$ cat src/rtl/seven_seg_scan_ctrl.sv
// Four-digit multiplexed seven-segment scan controller with a Wishbone
// classic slave register file (CTRL, DATA, PERIOD, BLANK).
//
// Bus handshake: a request is valid when wbs_stb_i & wbs_cyc_i are high
// while wbs_ack_o is low; the slave is always ready and answers with a
// single-cycle wbs_ack_o on the following cycle, carrying read data on
// wbs_dat_o in that cycle only. A write takes effect at the sampling edge.
module seven_seg_scan_ctrl #(
    parameter int DIGITS = 4,
    parameter int CNT_W  = 16
) (
    input  logic                clk,
    input  logic                reset,
    input  logic                wbs_stb_i,
    input  logic                wbs_cyc_i,
    input  logic                wbs_we_i,
    input  logic [3:0]          wbs_sel_i,
    input  logic [31:0]         wbs_adr_i,
    input  logic [31:0]         wbs_dat_i,
    output logic                wbs_ack_o,
    output logic [31:0]         wbs_dat_o,
    output logic [6:0]          seg_out,
    output logic [DIGITS-1:0]   dig_en,
    output logic [DIGITS+6:0]   io_oeb,
    output logic [1:0]          fsm_state
);

    localparam int IDX_W = $clog2(DIGITS);

    typedef enum logic [1:0] {
        ST_IDLE  = 2'd0,
        ST_BLANK = 2'd1,
        ST_SHOW  = 2'd2
    } state_t;

    // Register file
    logic [1:0]       ctrl_q;
    logic [31:0]      data_q;
    logic [CNT_W-1:0] period_q;
    logic [CNT_W-1:0] blank_q;

    logic ctrl_en;
    logic ctrl_hex;
    assign ctrl_en  = ctrl_q[0];
    assign ctrl_hex = ctrl_q[1];

    // Scan datapath
    state_t           state_q, state_nxt;
    logic [CNT_W-1:0] cnt_q, cnt_nxt;
    logic [IDX_W-1:0] idx_q, idx_nxt;
    logic [6:0]       shadow_q, shadow_nxt;
    logic [6:0]       seg_nxt;
    logic [DIGITS-1:0] dig_nxt;
    logic             enter_digit;
    logic [CNT_W-1:0] show_load;

    // Bus decode
    logic        bus_req;
    logic [31:0] rd_val;
    logic [31:0] wr_val;
    logic        adr_unused;

    assign fsm_state  = state_q;
    assign bus_req    = wbs_stb_i & wbs_cyc_i & ~wbs_ack_o;
    assign adr_unused = ^{wbs_adr_i[31:4], wbs_adr_i[1:0]};

    // Replace only the byte lanes whose select bit is set.
    function automatic logic [31:0] merge_bytes(input logic [31:0] old_v,
                                                input logic [31:0] new_v,
                                                input logic [3:0]  sel);
        logic [31:0] r;
        r = old_v;
        for (int b = 0; b < 4; b++) begin
            if (sel[b]) r[8*b +: 8] = new_v[8*b +: 8];
        end
        return r;
    endfunction

    // Hex nibble to {g,f,e,d,c,b,a}.
    function automatic logic [6:0] hex_seg(input logic [3:0] v);
        logic [6:0] s;
        case (v)
            4'h0: s = 7'h3F;
            4'h1: s = 7'h06;
            4'h2: s = 7'h5B;
            4'h3: s = 7'h4F;
            4'h4: s = 7'h66;
            4'h5: s = 7'h6D;
            4'h6: s = 7'h7D;
            4'h7: s = 7'h07;
            4'h8: s = 7'h7F;
            4'h9: s = 7'h6F;
            4'hA: s = 7'h77;
            4'hB: s = 7'h7C;
            4'hC: s = 7'h39;
            4'hD: s = 7'h5E;
            4'hE: s = 7'h79;
            default: s = 7'h71;
        endcase
        return s;
    endfunction

    // Read mux; unused bits read as zero.
    always_comb begin
        rd_val = '0;
        case (wbs_adr_i[3:2])
            2'd0: rd_val = {30'b0, ctrl_q};
            2'd1: rd_val = data_q;
            2'd2: rd_val = 32'(period_q);
            default: rd_val = 32'(blank_q);
        endcase
    end

    assign wr_val = merge_bytes(rd_val, wbs_dat_i, wbs_sel_i);

    // Bus slave: single-cycle ack, registered read data, byte-lane writes.
    always_ff @(posedge clk or posedge reset) begin
        if (reset) begin
            wbs_ack_o <= 1'b0;
            wbs_dat_o <= '0;
            ctrl_q    <= '0;
            data_q    <= '0;
            period_q  <= CNT_W'(16'h0400);
            blank_q   <= CNT_W'(16'h0010);
        end else begin
            wbs_ack_o <= bus_req;
            wbs_dat_o <= bus_req ? rd_val : '0;
            if (bus_req && wbs_we_i) begin
                case (wbs_adr_i[3:2])
                    2'd0: ctrl_q   <= wr_val[1:0];
                    2'd1: data_q   <= wr_val;
                    2'd2: period_q <= wr_val[CNT_W-1:0];
                    default: blank_q <= wr_val[CNT_W-1:0];
                endcase
            end
        end
    end

    // A zero PERIOD still shows the digit for one cycle.
    assign show_load = (period_q == '0) ? '0 : period_q - CNT_W'(1);

    // Next-state logic: counters load at phase start, so PERIOD/BLANK
    // changes only apply from the next phase onwards.
    always_comb begin
        state_nxt   = state_q;
        cnt_nxt     = cnt_q;
        idx_nxt     = idx_q;
        shadow_nxt  = shadow_q;
        enter_digit = 1'b0;
        if (!ctrl_en) begin
            state_nxt = ST_IDLE;
            cnt_nxt   = '0;
            idx_nxt   = '0;
        end else begin
            case (state_q)
                ST_IDLE: begin
                    idx_nxt     = '0;
                    enter_digit = 1'b1;
                end
                ST_BLANK: begin
                    if (cnt_q == '0) begin
                        state_nxt = ST_SHOW;
                        cnt_nxt   = show_load;
                    end else begin
                        cnt_nxt = cnt_q - CNT_W'(1);
                    end
                end
                ST_SHOW: begin
                    if (cnt_q == '0) begin
                        idx_nxt     = idx_q + IDX_W'(1);
                        enter_digit = 1'b1;
                    end else begin
                        cnt_nxt = cnt_q - CNT_W'(1);
                    end
                end
                default: begin
                    state_nxt = ST_IDLE;
                end
            endcase
            // New digit: capture its DATA byte so later writes cannot
            // disturb the digit currently being displayed.
            if (enter_digit) begin
                shadow_nxt = data_q[{idx_nxt, 3'b000} +: 7];
                if (blank_q == '0) begin
                    state_nxt = ST_SHOW;
                    cnt_nxt   = show_load;
                end else begin
                    state_nxt = ST_BLANK;
                    cnt_nxt   = blank_q - CNT_W'(1);
                end
            end
        end
    end

    // Output values derived from the next state so they align with it.
    always_comb begin
        seg_nxt = '0;
        dig_nxt = '0;
        if (state_nxt == ST_SHOW) begin
            dig_nxt = {{(DIGITS-1){1'b0}}, 1'b1} << idx_nxt;
            seg_nxt = ctrl_hex ? hex_seg(shadow_nxt[3:0]) : shadow_nxt;
        end
    end

    // Scan state and registered pad outputs.
    always_ff @(posedge clk or posedge reset) begin
        if (reset) begin
            state_q  <= ST_IDLE;
            cnt_q    <= '0;
            idx_q    <= '0;
            shadow_q <= '0;
            seg_out  <= '0;
            dig_en   <= '0;
            io_oeb   <= '1;
        end else begin
            state_q  <= state_nxt;
            cnt_q    <= cnt_nxt;
            idx_q    <= idx_nxt;
            shadow_q <= shadow_nxt;
            seg_out  <= seg_nxt;
            dig_en   <= dig_nxt;
            io_oeb   <= {(DIGITS+7){~ctrl_en}};
        end
    end

endmodule
$ cat config.mk
export PLATFORM = sky130hd
export DESIGN_NAME = seven_seg_scan_ctrl
export DESIGN_NICKNAME = d
export VERILOG_FILES = /design/src/rtl/seven_seg_scan_ctrl.sv
export SDC_FILE = /design/constraint.sdc
export NUM_CORES = 1
export LEC_CHECK = 0
export BUFFER_PORTS_ARGS = -buffer_cell sky130_fd_sc_hd__buf_2
export CORE_UTILIZATION = 30
export CTS_BUF_LIST = sky130_fd_sc_hd__clkbuf_16
export CTS_CLUSTER_DIAMETER = 150
export DETAILED_ROUTE_END_ITERATION = 10
export SLEW_MARGIN = 20
export SYNTH_ARGS = -nofsm -noshare
export SYNTH_HDL_FRONTEND = slang
export SYNTH_SLANG_ARGS = --single-unit
$ cat constraint.sdc
create_clock -name clk -period 14.7 [get_ports clk]
set_clock_uncertainty 0.15 [all_clocks]
set_input_delay 2.94 -clock clk [delete_from_list [all_inputs] [get_ports clk]]
set_output_delay 2.94 -clock clk [all_outputs]
set_load 0.03 [all_outputs]
# Word level (Yosys, flattened, before mapping)

Memories as Yosys holds them, arrays and structs flattened.
Cells that the tools add are included.
Widths: inputs -> output; s select.

Muxes and demuxes: 30
Bitwise operators: 5
Reductions and logical operators: 13
Shift operators: 2
$add $sub $neg: 4
Equal/unequal tests: 7

Operators by type and width:

| cell                  | number |
|---|---|
| $mux 16               | 6 |
| $pmux 32 s3           | 1 |
| $logic_not 16->1      | 3 |
| $sub 16x1->16 const B | 3 |
| $mux 32               | 1 |
| $mux 8                | 4 |
| $pmux 16 s2           | 1 |
| $shiftx 32x6->7       | 1 |
| $mux 7                | 4 |
| $mux 2                | 7 |
| $reduce_and 2->1      | 5 |
| $pmux 2 s2            | 2 |
| $eq 2x2->1 const B    | 3 |
| $eq 2x1->1 const B    | 2 |
| $logic_not 2->1       | 2 |
| $mux 4                | 1 |
| $ne 4x1->1 const B    | 1 |
| $ne 4x4->1 const B    | 1 |
| $shl 1x2->4 const A   | 1 |
| $not 1->1             | 3 |
| $reduce_or 3->1       | 1 |
| $add 2x1->2 const B   | 1 |
| $and 1x1->1           | 2 |
| $mux 1                | 2 |
| other kinds (3)       | 3 |

Word-level logic and storage cells: 75
Bits of input ports: 73
Register bits after elaboration: 138
Memories: 1
Output and inout port bits: 57
Memory bits (read-only): 112

Memories:

| memory           | words | width | rd ports | clocked after Yosys merged registers in | wr ports | line | source |
|---|---|---|---|---|---|---|---|
| (name not given) | 16    | 7     | 1        | 0                                       | 0        | 82   | `case (v)` |

# Depth between registers and ports, before layout

Gate-level depths: netlist (run 1).
An unclocked memory read counts as a cell.

Word-level depth: 10
Gate-level depth with buffers: 15

# Worst setup path before layout (run 1)

No wires, ideal clock.

Kind: input port to flip-flop
From: input wbs_adr_i[2]
To: register data_q[0]
Setup time: 0.133 ns
Path slack: 9.932 ns
Required time: 14.417 ns
Arrival: 4.485 ns
Stages on the path: 5
Buffers on the path: 2
Cell sequence: clkbuf_1 -> buf_1 -> mux4_2 -> mux2i_1 -> o21ai_0

Cells in the longest elaborated chain, start to end: 3
Elaborated cells on any way between the ends: 6
Classes of those cells: eq/ne (2); mux (2); reduce/logical (2)

Ends and longest elaborated chain:

| element                                  | line | source |
|---|---|---|
| from (decl)                              | 18   | `input logic [31:0] wbs_adr_i,` |
| $eq 2x2->1, or another cell as far along | 106  | `case (wbs_adr_i[3:2])` |
| $pmux 32 s3                              | 106  |  |
| $mux 8                                   | 74   | `if (sel[b]) r[8*b +: 8] = new_v[8*b +: 8];` |
| to (signal assigned)                     | 131  | `2'd1: data_q <= wr_val;` |
| to (decl)                                | 38   | `logic [31:0] data_q;` |

Parallel ways exist; a longest one is shown, timed or not.
A chain may end at the register's enable or synchronous reset.

# Final worst setup path (run 1)

From: register cnt_q[0]
To: register seg_out[0]

Cells in the longest elaborated chain, start to end: 10
Elaborated cells on any way between the ends: 18
Classes of those cells: eq/ne (1); shift (1); mux (14); reduce/logical (1); memory (1)

Ends and longest elaborated chain:

| element                | line | source |
|---|---|---|
| from (decl)            | 49   | `logic [CNT_W-1:0] cnt_q, cnt_nxt;` |
| from (signal assigned) | 217  | `cnt_q <= cnt_nxt;` |
| $logic_not 16->1 (*)   | 169  | `if (cnt_q == '0) begin` |
| $mux 2                 | 169  |  |
| $pmux 2 s2             | 155  | `case (state_q)` |
| $mux 2                 | 150  | `if (!ctrl_en) begin` |
| $shiftx 32x6->7        | 183  | `shadow_nxt = data_q[{idx_nxt, 3'b000} +: 7];` |
| $mux 7 (*)             | 182  | `if (enter_digit) begin` |
| $mux 7 (*)             | 150  |  |
| net shadow_nxt[0]      | 51   | `logic [6:0] shadow_q, shadow_nxt;` |
| $mem_v2 16x7           | -    |  |
| $mux 7 (*)             | 201  | `seg_nxt = ctrl_hex ? hex_seg(shadow_nxt[3:0]) : shadow_nxt;` |
| $mux 7 (*)             | 199  | `if (state_nxt == ST_SHOW) begin` |
| net seg_nxt[0]         | 52   | `logic [6:0] seg_nxt;` |
| to (signal assigned)   | 220  | `seg_out <= seg_nxt;` |
| to (decl)              | 22   | `output logic [6:0] seg_out,` |

Mark *: on every way through the listed nets, which the timed path passes. The rest lies on a longest branch. The select of a mux whose other input is x is not followed.

==> results by group, run 1 <==
Run status
  – Outcome: complete, no violations

Timing
  – Setup violators final: 0
  – RSZ-0062 raised after global routing: no
  – TNS Setup: 0 ns
  – Worst Tran Pin Value: 1.05 ns
  – Final worst-path cycle share: 33.7%
  – F_max: 202 MHz
  – Final hold violations: 0
  – Final Critical Period: 4.96 ns
  – Final max-slew violation count: 0
  – Slew HR: 29.6%
  – Fin Hold WS: 0.333 ns

Critical path
  – CP Data Required Time: 14.87 ns
  – R2R setup slack: 9.74 ns
  – Kind of critical path: flop to flop
  – Critical Path AT: 5.13 ns
  – Crit end category: flop
  – CP startpoint kind: flop
  – Crit-path max FO: 11

Place
  – Hpwl dp: 13400 um
  – Placed cell area: 7960 um2
  – I/O Buffers: 99
  – Final GP Congestion: 0.841

Finish
  – Layout cells sized above 1: 24.1%
  – Ant. Diodes: 0
  – Multi-input gate area: 3460 um2
  – Final instance area: 8530 um2
  – Synthesis-to-layout area growth: 17.4%
  – Nets: 882
  – Reg area: 3460 um2
  – Layout fillers: 2375

Floorplanning
  – Die height: 158 um
  – Chip width: 158 um
  – Full die area: 24800 um2
  – Number of placement rows: 56
  – Core area: 23600 um2
  – Initial cell density of the core: 30.8%
  – I/O pins: 130

Yosys
  – Gate Count Post-Synth: 727
  – Post-synth top cells: 135 x dfrtp_1, 81 x nand2_1, 73 x o21ai_0, 44 x nor2_1, 41 x mux2_2
  – Async S/R FF share, synth: 100%
  – Cell taking the most area after synthesis: dfrtp_1
  – Cell variety after synth: 66
  – Register area share after synthesis: 47.6%
  – Top FF cell, synth: dfrtp_1
  – Syn Area/Cell: 9.99 um2
  – Top area cells in the synthesized netlist: dfrtp_1 46%, mux2_2 6.4%, o21ai_0 5.0%
  – Number of synthesized register bits: 138
  – Synthesized cell area: 7270 um2
  – Share of the synthesized area in the top cell type: 46.5%
  – Number of synthesized flops with an enable pin: 0
  – Mapped Nets: 810
  – Yosys warning count: 0
  – Most instantiated library cell after synthesis: dfrtp_1

GRT
  – Total congestion overflow: 0
  – Initial antenna violation count: 1
  – Global-route usage over all layers: 16.0%
  – First-pass GRT wire length: 30300 um
  – Largest net degree at the start of global routing: 73
  – Vias in the first global route: 5437

Clocking
  – Post-cts resize count: 0
  – # clock sinks: 138
  – H-tree depth: 4
  – Later-pin clock latency in the skew report: 0.42 ns
  – TritonCTS clock tree: yes
  – CTS buffer count: 17
  – CTS clock-pin slew for the worst setup and hold paths: 0.06 ns
  – Setup Buffers After CTS: 0
  – Clock Tree Buf Depth: 2
  – Clock root buffer: clkbuf_16
  – Hold Buf Count CTS: 0

Job
  – Max-Cap Viols: 0

Power and ir drop
  – Seq pwr share: 36.4%
  – Switching part of the total: 38.6%
  – Clk pwr share: 27.7%
  – Switching power: 0.583 mW
  – Internal power: 0.927 mW
  – Maximum VDD drop: 0.0000838 V
  – Combinational power share: 35.8%
  – Cell Pwr Density: 177 nW/um2
  – Power, Total: 1.51 mW
  – LEAKAGE: 4.07 nW

Route
  – WL/cell: 16.8 um
  – DR pass1 iterations: 5
  – Routed WL: 19000 um
  – Vias: 5726
  – Initial drt markers: 376
  – DR vias/cell: 5.08
  – DRC viols: 0
  – Antenna viol nets, final: 0

Hold path
  – Hold/Removal Path Class: flop to flop
power groups by stage:
stage / Sequential [mW] / Combinational, mW / Clock (mW)
floorplan: 0.545 / 0.421 / 0
global placement: 0.553 / 0.534 / 0
detailed placement: 0.555 / 0.538 / 0
CTS: 0.549 / 0.542 / 0.426
global route: 0.564 / 0.601 / 0.441
finish: 0.550 / 0.541 / 0.419
kinds of logic (layout without fill, tap and decap cells):
group / count (synthesis) / in the layout / synth area share, %
adders and majority gates: 11 / 11 / 1.86
muxes: 63 / 63 / 9.73
DFF: 138 / 138 / 47.6
AOI/OAI and AO/OA: 172 / 172 / 15.9
buffers and inverters: 79 / 161 / 5.01
and+or+nand+nor: 231 / 231 / 15.9
xor gates and xnor gates: 33 / 33 / 3.98
critical path: stages, from the launching register on:
cell and delay, ns:
dfrtp_1 0.41, inv_1 0.09, ha_1 0.19, or4b_1 0.57
nor4_2 0.59, a21oi_1 0.19, a311oi_2 0.84, mux2i_1 0.20
mux2i_1 0.53, inv_1 0.21, ha_1 0.28, and3_1 0.15
a2111o_1 0.37, o31ai_1 0.07
metal layers:
| layer | routed length, um | GRT usage, % | vias to the layer above | part of all wire, % |
|---|---|---|---|---|
| met4 | 259 | 5.41 | 0 | 1.4 |
| met1 | 9250 | 23.1 | 2761 | 49 |
| met5 | 0 | 0 | - | 0 |
| li1 | - | - | 2742 | - |
| met3 | 1100 | 3.86 | 22 | 5.8 |
| met2 | 8370 | 23.1 | 201 | 44 |
registers in the layout, indices dropped and copies added, names as in the netlist, 2 cells and up:
name	cells
dig_en	4
idx_q	2
blank_q	16
shadow_q	7
fsm_state	2
ctrl_q	2
wbs_dat_o	32
data_q	32
seg_out	7
period_q	16
cnt_q	16
through the flow:
stage	setup slack, ns	instances	util (%)
5_1_grt	9.30	1128	36.1
3_5_place_dp	9.19	1099	33.7
2_1_floorplan	7.92	727	-
6_report	9.74	1128	36.1
4_1_cts	9.64	1128	36.1
3_3_place_gp	9.23	1099	33.7
worst paths after layout:
kind | endpoint | startpoint | cells past startpoint
min in group asynchronous | wbs_ack_o | reset | 2
min reg2reg | data_q[15] | data_q[15] | 2
max in group asynchronous | dig_en[3] | reset | 3
max | seg_out[0] | cnt_q[0] | 13
min | data_q[15] | data_q[15] | 2
max reg2reg | seg_out[0] | cnt_q[0] | 13
cell usage in the layout, fill, tap and decap left out, types with 4 or more instances in the layout:
| cell type | n |
|---|---|
| nand3_1 | 11 |
| or3_1 | 7 |
| mux2_2 | 41 |
| nand2b_1 | 4 |
| inv_1 | 27 |
| buf_2 | 99 |
| o21ai_0 | 73 |
| and3_1 | 21 |
| nand2_1 | 81 |
| nor4_1 | 7 |
| buf_4 | 6 |
| a211oi_1 | 4 |
| a32o_1 | 5 |
| xor2_1 | 13 |
| and2_1 | 13 |
| o31ai_1 | 7 |
| clkbuf_16 | 17 |
| or4_1 | 7 |
| dfrtp_1 | 135 |
| a21oi_1 | 18 |
| ha_1 | 10 |
| a31oi_1 | 6 |
| nor3_1 | 17 |
| nor2_1 | 44 |
| a22oi_1 | 9 |
| a221oi_1 | 10 |
| a22o_1 | 13 |
| mux2i_1 | 20 |
| xnor2_1 | 20 |
final cells by class:
class | count | area share (%)
Clock inverter | 12 | 1.60
Tap cell | 319 | 4.68
Sequential cell | 138 | 40.5
Inverter | 27 | 1.25
Timing Repair Buffer | 105 | 6.34
Multi-Input combinational cell | 510 | 40.6
Clock buffer | 17 | 4.99
(Power assumes the default switching activity.)
==> run 2, diff against run 1 <==
Clock period 14.7 ns to 4.1 ns, I/O delays scaled along.
==> results by group, run 2 (synthesis results as in run 1) <==
Floorplanning
  – Initial cell density of the core: 30.8%
  – I/O pins: 130
  – Chip width: 158 um
  – Full die area: 24800 um2
  – Die height: 158 um
  – Number of placement rows: 56
  – Core area: 23600 um2

Finish
  – Reg area: 3460 um2
  – Multi-input gate area: 3470 um2
  – Layout fillers: 2355
  – Largest registers: data_q (32), wbs_dat_o (32)
  – Finished Layout Cells: 1163
  – Post-layout util: 37.2%
  – Synthesis-to-layout area growth: 21.0%
  – Layout cells sized above 1: 27.6%
  – Commonest cells after routing, fill and taps aside: 135 x dfrtp_1, 99 x buf_2, 81 x nand2_1, 73 x o21ai_0, 44 x nor2_1
  – Ant. Diodes: 0
  – Most common cell after layout, fill and taps aside: dfrtp_1
  – Nets: 914
  – Final instance area: 8790 um2

Power and ir drop
  – LEAKAGE: 4.20 nW
  – Cell Pwr Density: 633 nW/um2
  – Power, Total: 5.57 mW
  – Maximum VDD drop: 0.000363 V

Clocking
  – Clock Tree Buf Depth: 2
  – Clock root buffer: clkbuf_16
  – CTS buffer count: 17
  – # clock sinks: 138
  – Hold Buf Count CTS: 0
  – CTS clock-pin slew for the worst setup and hold paths: 0.06 ns
  – TritonCTS clock tree: yes
  – Later-pin clock latency in the skew report: 0.43 ns
  – H-tree depth: 4

Route
  – Vias: 5941
  – Initial drt markers: 515
  – DRC viols: 0
  – WL/cell: 17.3 um
  – DR pass1 iterations: 5
  – Routed WL: 20200 um
  – Antenna viol nets, final: 0
  – DR vias/cell: 5.11

Critical path
  – Critical Path AT: 4.08 ns
  – Highest-delay cell along the critical path: or4b_4
  – CP Data Required Time: 4.28 ns
  – Most used cell, CP: mux2i_2
  – Kind of critical path: flop to flop
  – Crit-path cells: inv_1, ha_2, or4b_4, o41a_1, a211oi_2, clkbuf_16, mux2i_2, mux2i_1, mux2i_2, inv_2, ha_1, and3_1, a2111o_1, o31ai_1
  – Crit end category: flop
  – CP startpoint kind: flop
  – Crit-path max FO: 7
  – CP max stage delay: 0.51 ns

Timing
  – Final max-slew violation count: 0
  – Slew HR: 28.6%
  – F_max: 256 MHz
  – Final Critical Period: 3.91 ns
  – Final worst-path cycle share: 95.2%
  – Worst Tran Pin Value: 1.07 ns
  – Setup violators final: 0
  – Final hold violations: 0
  – TNS Setup: 0 ns

Place
  – Hpwl dp: 14400 um
  – Placed Cells: 1124
  – I/O Buffers: 99
  – Placed cell area: 8160 um2
  – Final GP Congestion: 0.902

GRT
  – GRT busiest layer: met2
  – First-pass GRT wire length: 32000 um
  – Vias in the first global route: 5750
  – Grt met1 use: 24.5%
  – Initial antenna violation count: 0
  – GRT met2 Usage: 25.2%
  – Met3 usage: 4.08%
  – Global-route usage over all layers: 17.1%
  – Largest net degree at the start of global routing: 72
  – Total congestion overflow: 0

Hold path
  – Hold/Removal Path Class: input pin to asynchronous set/reset pin

Job
  – Max-Cap Viols: 0

Run status
  – Outcome: complete, no violations
==> run 2: worst max-delay path, delay by kind of cell, from the launching register on <==
kind / cells / cell delay (ns)
AOI/OAI and AO/OA: 4 / 1.18
and+or+nand+nor: 2 / 0.66
muxes: 3 / 0.59
DFF: 1 / 0.42
adders and majority gates: 2 / 0.41
buffers and inverters: 3 / 0.38
==> run 2: through the flow <==
step           hold WS, ns  worst slack [ns]
2_1_floorplan        0.291            0.0199
3_3_place_gp         0.311             0.157
3_5_place_dp         0.311             0.106
4_1_cts              0.145            0.0615
5_1_grt              0.152           -0.0315
6_report             0.157             0.195
==> run 2: final timing paths <==
kind                                 endpoint  slack, ns         from  cells past startpoint
worst max-delay path               seg_out[0]       0.19     cnt_q[0]                     14
worst min-delay path              blank_q[14]       0.16        reset                      2
worst max register to register     seg_out[0]       0.19     cnt_q[0]                     14
worst min register to register    shadow_q[6]       0.32  shadow_q[6]                      1
max in group asynchronous       wbs_dat_o[31]       2.48        reset                      3
min in group clk                  shadow_q[6]       0.32  shadow_q[6]                      1
==> run 2: final cells by class <==
class                      instances  area share, %
clock buffer                      17           4.84
tap                              319           4.54
clock inverter                    15           1.52
inverter                          27           1.20
timing repair buffer             137           9.09
multi-input combinational        510           39.5
sequential                       138           39.3
==> run 2: metal layers <==
metal / wire, um / up-vias
met1: 9700 / 2903
met3: 1200 / 25
met4: 309 / 0
met2: 8960 / 202
li1: - / 2811
met5: 0 / -
==> run 2: report_power, final <==
group          switching, mW  internal, mW  leakage (nW)
Clock                  0.608         0.882         0.270
Combinational           1.24         0.850          2.10
Sequential             0.347          1.64          1.83
Total                   2.20          3.37          4.20
==> run 2: timing repair <==
action	4_1_cts	5_1_grt
setup endpoints to repair	0	6
gates resized for setup	0	6
setup buffers	0	7
